==> src/rtl/piano_pkg.sv <==
// Shared constants, receiver state type and scan-code-to-note map for the PS/2 key decoder.
package piano_pkg;

   localparam logic [7:0] PS2_EXT = 8'hE0;
   localparam logic [7:0] PS2_BRK = 8'hF0;
   localparam int         NOTE_W  = 4;

   typedef enum logic [1:0] {
      ST_IDLE,
      ST_DATA,
      ST_PARITY,
      ST_STOP
   } rx_state_e;

   // Returns {mapped, note index}; unmapped codes return all zeros.
   function automatic logic [NOTE_W:0] note_lookup(input logic [7:0] code);
      logic [NOTE_W:0] r;
      r = '0;
      case (code)
         8'h1C:   r = {1'b1, 4'd0};
         8'h1B:   r = {1'b1, 4'd1};
         8'h23:   r = {1'b1, 4'd2};
         8'h2B:   r = {1'b1, 4'd3};
         8'h34:   r = {1'b1, 4'd4};
         8'h33:   r = {1'b1, 4'd5};
         8'h3B:   r = {1'b1, 4'd6};
         8'h42:   r = {1'b1, 4'd7};
         8'h1D:   r = {1'b1, 4'd8};
         8'h24:   r = {1'b1, 4'd9};
         8'h2C:   r = {1'b1, 4'd10};
         8'h35:   r = {1'b1, 4'd11};
         8'h3C:   r = {1'b1, 4'd12};
         default: r = '0;
      endcase
      return r;
   endfunction

endpackage

==> src/rtl/ps2_rx_frame.sv <==
// PS/2 frame receiver: input synchronisers, falling-edge detect, frame FSM and inter-edge timeout.
// Parity is enforced only when PS2_PARITY_CHECK_EN is defined.
//
//   state     | meaning
//   ----------+--------------------------------------------------
//   ST_IDLE   | waiting for a falling edge with data 0 (start bit)
//   ST_DATA   | shifting in 8 data bits, LSB first
//   ST_PARITY | consuming the parity bit
//   ST_STOP   | checking the stop bit, then byte_rdy or frame_err
module ps2_rx_frame
   import piano_pkg::*;
#(
   parameter int CLK_FREQ    = 5000000,
   parameter int TIMEOUT_US  = 2000,
   parameter int SYNC_STAGES = 2
) (
   input  logic       CLK,
   input  logic       nCLR,
   input  logic       ps2_clk,
   input  logic       ps2_data,
   output logic [7:0] rx_byte,
   output logic       byte_rdy,
   output logic       frame_err
);

   localparam int TIMEOUT_CYCLES = CLK_FREQ / 1000000 * TIMEOUT_US;
   localparam int TMR_W          = $clog2(TIMEOUT_CYCLES + 1);

   logic [SYNC_STAGES-1:0] clk_sync;
   logic [SYNC_STAGES-1:0] dat_sync;
   logic                   clk_prev;
   logic                   clk_s;
   logic                   dat_s;
   logic                   fall;
   logic                   timeout;
   logic                   frame_ok;
   rx_state_e              state;
   logic [2:0]             bit_cnt;
   logic [7:0]             shreg;
   logic [TMR_W-1:0]       tmr;
`ifdef PS2_PARITY_CHECK_EN
   logic                   parity;
`endif

   assign clk_s   = clk_sync[SYNC_STAGES-1];
   assign dat_s   = dat_sync[SYNC_STAGES-1];
   assign fall    = clk_prev & ~clk_s;
   assign rx_byte = shreg;

   // A fall in the same cycle as terminal count keeps the frame alive.
   assign timeout = (state != ST_IDLE) && (tmr == '0) && !fall;

`ifdef PS2_PARITY_CHECK_EN
   assign frame_ok = dat_s & (^shreg ^ parity);
`else
   assign frame_ok = dat_s;
`endif

   always_ff @(posedge CLK or negedge nCLR) begin
      if (!nCLR) begin
         clk_sync  <= '1;
         dat_sync  <= '1;
         clk_prev  <= 1'b1;
         state     <= ST_IDLE;
         bit_cnt   <= '0;
         shreg     <= '0;
         tmr       <= '0;
         byte_rdy  <= 1'b0;
         frame_err <= 1'b0;
`ifdef PS2_PARITY_CHECK_EN
         parity    <= 1'b0;
`endif
      end else begin
         clk_sync  <= {clk_sync[SYNC_STAGES-2:0], ps2_clk};
         dat_sync  <= {dat_sync[SYNC_STAGES-2:0], ps2_data};
         clk_prev  <= clk_s;
         byte_rdy  <= 1'b0;
         frame_err <= 1'b0;

         if (fall) begin
            tmr <= TMR_W'(TIMEOUT_CYCLES);
         end else if (state != ST_IDLE && tmr != '0) begin
            tmr <= tmr - TMR_W'(1);
         end

         if (timeout) begin
            frame_err <= 1'b1;
            state     <= ST_IDLE;
         end else if (fall) begin
            case (state)
               ST_IDLE: begin
                  if (!dat_s) begin
                     state   <= ST_DATA;
                     bit_cnt <= '0;
                  end
               end
               ST_DATA: begin
                  shreg   <= {dat_s, shreg[7:1]};
                  bit_cnt <= bit_cnt + 3'd1;
                  if (bit_cnt == 3'd7) state <= ST_PARITY;
               end
               ST_PARITY: begin
`ifdef PS2_PARITY_CHECK_EN
                  parity <= dat_s;
`endif
                  state  <= ST_STOP;
               end
               ST_STOP: begin
                  if (frame_ok) byte_rdy  <= 1'b1;
                  else          frame_err <= 1'b1;
                  state <= ST_IDLE;
               end
               default: state <= ST_IDLE;
            endcase
         end
      end
   end

endmodule

==> src/rtl/ps2_key_decoder.sv <==
// PS/2 key decoder top: strips E0/F0 prefixes, emits make/break events and holds the last mapped note.
// Optional strict parity checking is enabled with PS2_PARITY_CHECK_EN.
module ps2_key_decoder
   import piano_pkg::*;
#(
   parameter int CLK_FREQ    = 5000000,
   parameter int TIMEOUT_US  = 2000,
   parameter int SYNC_STAGES = 2
) (
   input  logic              CLK,
   input  logic              nCLR,
   input  logic              ps2_clk,
   input  logic              ps2_data,
   output logic [7:0]        key_code,
   output logic              key_ext,
   output logic              key_make,
   output logic              key_break,
   output logic              frame_err,
   output logic [NOTE_W-1:0] note,
   output logic              note_valid
);

   logic [7:0]        rx_byte;
   logic              byte_rdy;
   logic              rx_err;
   logic              ext_pend;
   logic              brk_pend;
   logic [NOTE_W:0]   lut;
   logic              mapped;
   logic [NOTE_W-1:0] lut_idx;

   ps2_rx_frame #(
      .CLK_FREQ   (CLK_FREQ),
      .TIMEOUT_US (TIMEOUT_US),
      .SYNC_STAGES(SYNC_STAGES)
   ) u_rx (
      .CLK      (CLK),
      .nCLR     (nCLR),
      .ps2_clk  (ps2_clk),
      .ps2_data (ps2_data),
      .rx_byte  (rx_byte),
      .byte_rdy (byte_rdy),
      .frame_err(rx_err)
   );

   assign frame_err = rx_err;
   assign lut       = note_lookup(rx_byte);
   assign lut_idx   = lut[NOTE_W-1:0];
   // Extended codes never drive the note map.
   assign mapped    = lut[NOTE_W] & ~ext_pend;

   always_ff @(posedge CLK or negedge nCLR) begin
      if (!nCLR) begin
         key_code   <= '0;
         key_ext    <= 1'b0;
         key_make   <= 1'b0;
         key_break  <= 1'b0;
         note       <= '0;
         note_valid <= 1'b0;
         ext_pend   <= 1'b0;
         brk_pend   <= 1'b0;
      end else begin
         key_make  <= 1'b0;
         key_break <= 1'b0;
         if (rx_err) begin
            ext_pend <= 1'b0;
            brk_pend <= 1'b0;
         end else if (byte_rdy) begin
            if (rx_byte == PS2_EXT) begin
               ext_pend <= 1'b1;
            end else if (rx_byte == PS2_BRK) begin
               brk_pend <= 1'b1;
            end else begin
               key_code <= rx_byte;
               key_ext  <= ext_pend;
               if (brk_pend) begin
                  key_break <= 1'b1;
                  if (mapped && note_valid && lut_idx == note) note_valid <= 1'b0;
               end else begin
                  key_make <= 1'b1;
                  if (mapped) begin
                     note       <= lut_idx;
                     note_valid <= 1'b1;
                  end
               end
               ext_pend <= 1'b0;
               brk_pend <= 1'b0;
            end
         end
      end
   end

endmodule

==> config.mk <==
export PLATFORM = sky130hd
export DESIGN_NAME = ps2_key_decoder
export DESIGN_NICKNAME = d
export VERILOG_FILES = /design/src/rtl/piano_pkg.sv /design/src/rtl/ps2_rx_frame.sv /design/src/rtl/ps2_key_decoder.sv
export SDC_FILE = /design/constraint.sdc
export NUM_CORES = 1
export LEC_CHECK = 0
export CORE_MARGIN = 5
export CORE_UTILIZATION = 65
export CTS_BUF_LIST = sky130_fd_sc_hd__clkbuf_8
export DETAILED_ROUTE_END_ITERATION = 16
export MAX_ROUTING_LAYER = met4
export PLACE_DENSITY = 0.94
export SLEW_MARGIN = 20
export SYNTH_ARGS = -nofsm -noshare
export SYNTH_HDL_FRONTEND = slang
export SYNTH_HIERARCHICAL = 1
export SYNTH_SLANG_ARGS = --single-unit
export TNS_END_PERCENT = 10
==> constraint.sdc <==
create_clock -name CLK -period 5.4 [get_ports CLK]
set_input_delay 0.81 -clock CLK [delete_from_list [all_inputs] [get_ports CLK]]
set_output_delay 0.81 -clock CLK [all_outputs]
set_load 0.005 [all_outputs]
**After elaboration in Yosys (flattened, before gate mapping)**

Cells that the tools add are included.

- Word-level logic and storage cells: 116
- Register bits: 52
- Output and inout port bits: 17

- Muxes and demuxes: 39
- Eq/ne operators: 26
- Add/subtract/negate cells: 2
- Bitwise gates (word level): 9
- Reduce and logical (&&, ||, !) cells: 23

Operators with widths:

| cell | count |
|---|---|
| equality test 8 x 6 -> 1 bit, second input constant | 9 |
| case mux 5 bit (13 select lines) | 1 |
| 2-to-1 mux 1 bit | 29 |
| 2-to-1 mux 14 bit | 2 |
| equality test 8 x 5 -> 1 bit, second input constant | 3 |
| equality test 8 bit, second input constant | 2 |
| logical NOT 14 bit | 1 |
| nonzero test 14 bit | 1 |
| subtractor 14 x 1 -> 14 bit, second input constant | 1 |
| AND reduction 6 bit | 2 |
| nonzero test 2 bit | 6 |
| equality test 8 x 7 -> 1 bit, second input constant | 1 |
| 2-to-1 mux 2 bit | 4 |
| case mux 2 bit (4 select lines) | 1 |
| AND reduction 4 bit | 2 |
| NOT 1 bit | 7 |
| case mux 3 bit (2 select lines) | 1 |
| AND reduction 3 bit | 2 |
| logical AND 1 bit | 5 |
| equality test 2 bit, second input constant | 2 |
| equality test 4 bit | 1 |
| inequality test 2 x 1 -> 1 bit, second input constant | 2 |
| AND reduction 2 bit | 2 |
| adder 3 x 1 -> 3 bit, second input constant | 1 |
| other kinds (10) | 11 |

**Logic depth before layout (Yosys ltp)**

Gate-level depths: netlist of the first run.

- Depth after elaboration: 7
- Mapped depth: 7

**Hierarchy**

The synthesis of the first run kept the hierarchy.

Modules (own cells, without submodules):

| module | cells an instance | area an instance (µm²) | instances | seq. area each (µm²) |
|---|---|---|---|---|
| ps2_rx_frame | 146 | 1644.1 | 1 | 857.1 |
| ps2_key_decoder | 109 | 1111.1 | 1 | 450.4 |

**Worst setup path after synthesis of the first run**

Ideal clock, no wire load.

- Path kind: register -> register
- Start: register u_rx.shreg[4] (netlist: u_rx/rx_byte[4])
- End: register note[1]
- Data arrival time: 2.018 ns
- Buffers on the path: 2
- Slack: 3.257 ns
- Cell stages (with the launch flop): 8
- Setup time: 0.125 ns
- Cell sequence: dfrtp_1 buf_4 nor4b_1 and2_1 buf_6 a311oi_4 a2111oi_4 mux2_4

- Cells in the longest elaborated chain, start to end: 4

RTL lines:

| element | RTL line | text |
|---|---|---|
| start: declaration | ps2_rx_frame.sv:39 | `logic [7:0] shreg;` |
| start signal: assignment | ps2_rx_frame.sv:98 | `shreg <= {dat_s, shreg[7:1]};` |
| equality test 8 x 6 -> 1 bit, or another cell as far along | piano_pkg.sv:19 | `case (code)` |
| case mux 5 bit (13 select lines) | piano_pkg.sv:19 |  |
| AND 1 bit | ps2_key_decoder.sv:50 | `assign mapped = lut[NOTE_W] & ~ext_pend;` |
| AND reduction 6 bit (no line) | n/a |  |
| end signal: assignment | ps2_key_decoder.sv:82 | `note <= lut_idx;` |
| end: declaration | ps2_key_decoder.sv:19 | `output logic [NOTE_W-1:0] note,` |

Parallel ways exist; a longest one is shown, timed or not.
A chain may end at the register's enable or synchronous reset.

**Final worst setup path of the first run**

- Start: register u_rx.shreg[0] (netlist: u_rx/rx_byte[0])
- End: register note[2]

Same word-level chain as after synthesis.

==> qor.yml, run 1 <==
post-route-period-util_pct: 44.9
htree_levels: 2
clk_latency_ps: 310
yosysWarnings: 6
grt_pass1_vias: 1987
synth_async_sr_flop_share_pct: 100
holdBufCountCts: 0
antenna_found_initial: 0
period_needed_ps: 2430
p_sw_mw: 0.528
cpPeakStageDelay_ps: 560
arrival_ps: 2620
cap_violations: 0
syn2layout_area_growth_pct: 10.1
routedWlPerCell_um: 16.2
path_clk_slew_ps: 90
end_kind: "flip-flop"
p_int_mw: 0.822
startpoint_type: "flip-flop"
leakage_nw: 1.29
synth.distinct_cells: 62
synth_cells: 255
drcViolationCount: 0
slowest_stage: "a2111oi_4"
place.gp.congestion: 0.901
cts_tree: "yes"
clock-root-buffer: "clkbuf_8"
critPathMaxFanout: 11
clk_path_buf_depth: 2
cts_resized: 0
die_w_um: 75.1
io_pins: 21
wirelength_um: 5220
initial_utilization_pct: 67.9
ys_ff_latch: 52
synth_flop_cell: "dfrtp_1"
core_area_um2: 4060
grt-ovfl-total: 0
nets: 282
synth_area_per_cell_um2: 10.8
drive_above_1_share_pct: 13.7
layout_common_cells: "dfrtp_1, nand2_1, clkdlybuf4s50_1, nor2_1, inv_1"
status: "finished, final reports clean"
relSlewSlack_pct: 51.4
fin_cells: 321
numCtsBuffers: 5
hold_path_class: "flip-flop to flip-flop"
post_cts_buffers: 0
syn_area_um2: 2760
hold_violations: 0
crit_chain: "nor4b_4 -> and2_1 -> a311oi_4 -> a2111oi_4 -> mux2_4"
final_util_pct: 74.8
clock_skew_ps: 4.55
place_ws_ps: 3020
fin_setup_tns_ps: 0
tightest_slew_ps: 722
dp.cells: 313
dr.pass1.iters: 5
dr.first_iter.drc_count: 197
setup_ws_ps: 2970
p_sw_share_pct: 39.1
clkPwrFrac_pct: 16.3
numPortBuffers: 20
synth_nets: 267
cts_sinks: 52
yosysSeqAreaShare_pct: 47.5
seq_power_share_pct: 49.2
num_rows: 23
grt_pass1_wl_um: 9190
final_common_cell: "dfrtp_1"
rsz0062_at_grt: "false"
die_y_um: 75.1
criticalPathCategory: "flip-flop to flip-flop"
fin_total_pwr_mw: 1.35
via_per_inst: 6.21
synth_edf_count: 0
fmax_ghz: 0.412
ant_nets: 0
grt_max_degree: 53
combPwrFrac_pct: 34.5
grt_usage_pct: 22.0
diodes: 0
setup_violations: 0
dieArea_um2: 5640
power_density_nw_per_um2: 445
critical_path_required_ps: 5600
vias: 1993
ir_worst_vdd_mv: 0.326
slew_viol_final: 0
place_hpwl_um: 3690
[logic make-up after synthesis]
logic type      count (synthesis)  synth area share (%)
simple gates                  100                  21.5
flops                          52                  47.5
compound gates                 48                  14.3
buf+inv                        24                  4.36
mux                            16                  6.54
fa+ha+maj                       8                  3.63
xor+xnor                        7                  2.23
[critical path, delay by kind of cell, from the launching register on]
| kind | cells | cell delay (ps) |
|---|---|---|
| and+or+nand+nor | 2 | 790 |
| AOI/OAI and AO/OA | 2 | 640 |
| DFF | 1 | 540 |
| muxes | 1 | 340 |
[cells in the mapped netlist, drive strengths merged, types with 2 or more instances]
| cell | instances | area [um2] |
|---|---|---|
| or4 | 4 | 30.0 |
| mux2i | 6 | 60.1 |
| o211ai | 3 | 22.5 |
| o21ai | 6 | 30.0 |
| nand2 | 35 | 131 |
| a32o | 2 | 20.0 |
| inv | 11 | 41.3 |
| a21oi | 9 | 45.0 |
| nand3 | 3 | 15.0 |
| o31ai | 3 | 22.5 |
| xor2 | 4 | 35.0 |
| clkbuf | 6 | 22.5 |
| ha | 8 | 100 |
| a211oi | 4 | 30.0 |
| nor3b | 2 | 15.0 |
| buf | 7 | 56.3 |
| nor4b | 6 | 104 |
| dfrtp | 47 | 1180 |
| and2 | 3 | 18.8 |
| nand3b | 2 | 15.0 |
| o2111a | 2 | 22.5 |
| or3 | 3 | 18.8 |
| xnor2 | 3 | 26.3 |
| mux2 | 10 | 120 |
| nor4 | 8 | 62.6 |
| dfstp | 5 | 131 |
| nor2 | 14 | 52.6 |
| nand2b | 6 | 37.5 |
| nor2b | 3 | 18.8 |
| nor3 | 4 | 20.0 |
| a31o | 2 | 17.5 |
| or2 | 2 | 12.5 |
[power by group through the flow]
stage | registers [mW] | logic, mW | clock network [mW]
floorplan | 0.596 | 0.403 | 0
global placement | 0.656 | 0.444 | 0
detailed placement | 0.668 | 0.463 | 0
CTS | 0.660 | 0.466 | 0.228
global route | 0.685 | 0.527 | 0.241
finish | 0.664 | 0.465 | 0.221
[final cells by class]
class | instances | area, um2
fillers | 291 | 1020
clock inverters | 3 | 21.3
repair buffers | 21 | 205
clock buffers | 5 | 68.8
flip-flops and latches | 52 | 1310
well taps | 50 | 62.6
inverters | 11 | 41.3
multi-input cells | 179 | 1330
[metrics by stage]
step | cell area (um2) | hold slack, ps
4_1_cts | 3030 | 360
5_1_grt | 3030 | 363
3_3_place_gp | 2940 | 346
3_5_place_dp | 2940 | 347
2_1_floorplan | 2760 | 345
6_report | 3030 | 360
[registers in the layout (all words and copies together) (netlist names)]
signal	flops
u_rx/tmr	14
key_code	8
u_rx/rx_byte	8
note	4
u_rx/bit_cnt	3
u_rx/clk_sync	2
u_rx/dat_sync	2
u_rx/state	2
brk_pend	1
ext_pend	1
key_break	1
key_ext	1
key_make	1
note_valid	1
u_rx/byte_rdy	1
u_rx/clk_prev	1
u_rx/frame_err	1
[path summary, 6_finish.rpt]
kind / start / to / slack [ps] / depth (start not counted)
max: u_rx/rx_byte[0] / note[2] / 2970 / 5
min: u_rx/clk_sync[0] / u_rx/clk_sync[1] / 360 / 0
max reg2reg: u_rx/rx_byte[0] / note[2] / 2970 / 5
min reg2reg: u_rx/clk_sync[0] / u_rx/clk_sync[1] / 360 / 0
max in group asynchronous: nCLR / u_rx/rx_byte[0] / 4460 / 1
min in group asynchronous: nCLR / note[2] / 510 / 1
[per-layer routing]
layer | global-route usage (%) | vias up | share of wire (%)
met5 | - | - | 0
met4 | 7.11 | 0 | 1.4
met3 | 4.94 | 8 | 4.4
met2 | 36.9 | 40 | 51
met1 | 26.2 | 994 | 43
li1 | - | 951 | -
(Power assumes the default switching activity.)
==> run 2, diff against run 1 <==
Settings changed: CORE_UTILIZATION 65 to 54, PLACE_DENSITY 0.94 to 0.85.
Clock period 5.4 ns to 2.2 ns, I/O delays scaled along.
==> run 2 against run 1 <==
Effect of this change:
- first-iteration DRC count is 73% lower
- critical path depth up 1
- fmax grew 14%
- non-clock buffer count is 19 higher
- clock skew grew 4.6 ps
- cell count is 12% higher
- hold slack worse by 350 ps
- register-to-register slack lost 2900 ps
- power rose to 2.7 times the previous value
- critical endpoint is now u_rx/tmr[7]
==> qor.yml, run 2 (synthesis results as in run 1) <==
hold_path_class: "input pin to async pin"
num_rows: 26  # +13%
critPathMaxFanout: 5  # -6
place_hpwl_um: 4050  # +9.8%
setup_violations: 0  # unchanged
arrival_ps: 2290  # -330 ps
cpPeakStageDelay_ps: 580  # +20 ps
numPortBuffers: 20  # unchanged
cts_tree: "yes"
highest_layer: "met4"
diodes: 0  # unchanged
syn2layout_area_growth_pct: 18.1
setup.worst_path.end: "u_rx/tmr[7]"
vias: 2039  # +2.3%
status: "finished, final reports clean"
fin_cells: 360  # +12%
die_y_um: 81.4  # +8.4%
dieArea_um2: 6630  # +18%
reg2regPathDepth: 6  # +1
crit_chain: "inv_1 -> ha_1 -> or4_1 -> or4b_1 -> nand2_1 -> a21oi_1"
holdBufCountCts: 0  # unchanged
core_area_um2: 5040  # +24%
ant_nets: 0  # unchanged
io_pins: 21  # unchanged
final_util_pct: 64.5  # -10 points
place.gp.congestion: 0.835  # -7.2%
drive_above_1_share_pct: 20.3  # +6.7 points
period_needed_ps: 2120  # -307 ps
slew_viol_final: 0  # unchanged
antenna_found_initial: 0  # unchanged
leakage_nw: 1.41  # +9.4%
reg2reg_slack_ps: 80  # -2890 ps
relSlewSlack_pct: 54.8  # +3.4 points
htree_levels: 2  # unchanged
grt-ovfl-total: 0  # unchanged
clk_path_buf_depth: 2  # unchanged
fin_total_pwr_mw: 3.60  # +170%
met3_length_um: 208  # -9.2%
worst-path-buf-inv: 1  # +1
wl_met2_um: 2810  # +5.6%
critical_path_required_ps: 2370  # -3230 ps
clock_skew_ps: 9.19  # +4.63 ps
r2r-start: "u_rx/state[1]"
routedWlPerCell_um: 14.9  # -8.1%
tightest_slew_ps: 672  # -49.8 ps
r2r_end: "u_rx/tmr[7]"
cap_violations: 0  # unchanged
final_common_cell: "dfrtp_1"
fmax_ghz: 0.472  # +14%
layout_common_cells: "dfrtp_1, nand2_1, clkdlybuf4s50_1, buf_4, nor2_1"
end_kind: "flip-flop"
worst-path-stages: 6  # +1
hold_violations: 0  # unchanged
dp.cells: 350  # +12%
path_clk_slew_ps: 90  # about the same
top_register: "u_rx/tmr"
die_w_um: 81.4  # +8.4%
clock-root-buffer: "clkbuf_8"
numCtsBuffers: 5  # unchanged
grt_usage_pct: 18.2  # -3.8 points
cp_top_family: "simple AND/OR/NAND/NOR gates"
dr.pass1.iters: 4  # -1
post-route-period-util_pct: 96.4  # +51 points
drt-met1-wl_um: 2250  # +0.40%
largest_reg_flops: 14  # unchanged
ir_worst_vdd_mv: 0.700  # +110%
criticalPathCategory: "flip-flop to flip-flop"
wirelength_um: 5370  # +3.0%
power_density_nw_per_um2: 1110  # +150%
crit_start: "u_rx/state[1]"
dr.first_iter.drc_count: 53  # -73%
num-fill-cells: 402  # +38%
grt_pass1_vias: 2051  # +3.2%
drcViolationCount: 0  # unchanged
initial_utilization_pct: 54.6  # -13 points
grt_max_degree: 30  # -43%
via_per_inst: 5.66  # -8.8%
grt_pass1_wl_um: 9120  # -0.75%
nets: 301  # +6.7%
clk_latency_ps: 300  # about the same
cts_sinks: 52  # unchanged
startpoint_type: "flip-flop"
slowest_stage: "or4_1"
## run 2: final cells by class
type                    instances  area [um2]  share of cell area [%]
multi-input cells             179        1350                    41.6
flip-flops and latches         52        1310                    40.2
repair buffers                 40         358                    11.0
well taps                      70        87.6                    2.69
clock buffers                   5        68.8                    2.11
inverters                      11        41.3                    1.27
clock inverters                 3        38.8                    1.19
## run 2: report_power, final
group	total, mW	internal (mW)	switching [mW]	leakage [nW]
sequential	1.56	1.23	0.337	0.655
combinational	1.41	0.712	0.694	0.694
clock	0.634	0.333	0.301	0.0593
total	3.60	2.27	1.33	1.41
## run 2: per-stage QoR
stage	setup WS, ps	TNS (ps)	instance area, um2	hold WS, ps
finish	80.1	0	3250	8.06
global route	-14.2	-26.5	3250	30.2
global placement	97.5	0	3110	345
CTS	1.97	0	3210	20.7
detailed placement	32.2	0	3110	347
floorplan	56.9	0	2760	34.4
## run 2: what timing repair did
| item | in CTS | in global routing |
|---|---|---|
| setup endpoints to repair | 0 | 8 |
| gates resized for setup | 0 | 4 |
| buffers inserted | 0 | 2 |
## run 2: worst min-delay path by stage
stage	cells after the start	startpoint	endpoint	slack (ps)
2_1_floorplan	0	nCLR	brk_pend	30
3_3_place_gp	1	nCLR	note[2]	340
3_5_place_dp	0	u_rx/clk_sync[0]	u_rx/clk_sync[1]	350
4_1_cts	1	nCLR	u_rx/bit_cnt[2]	20
5_1_grt	1	nCLR	key_break	30
6_report	1	nCLR	note[2]	8
## run 2: per-layer routing
layer / vias to the layer above / GRT usage, %
met5: - / -
met2: 43 / 33.1
li1: 990 / -
met4: 0 / 4.56
met3: 9 / 4.50
met1: 997 / 19.9
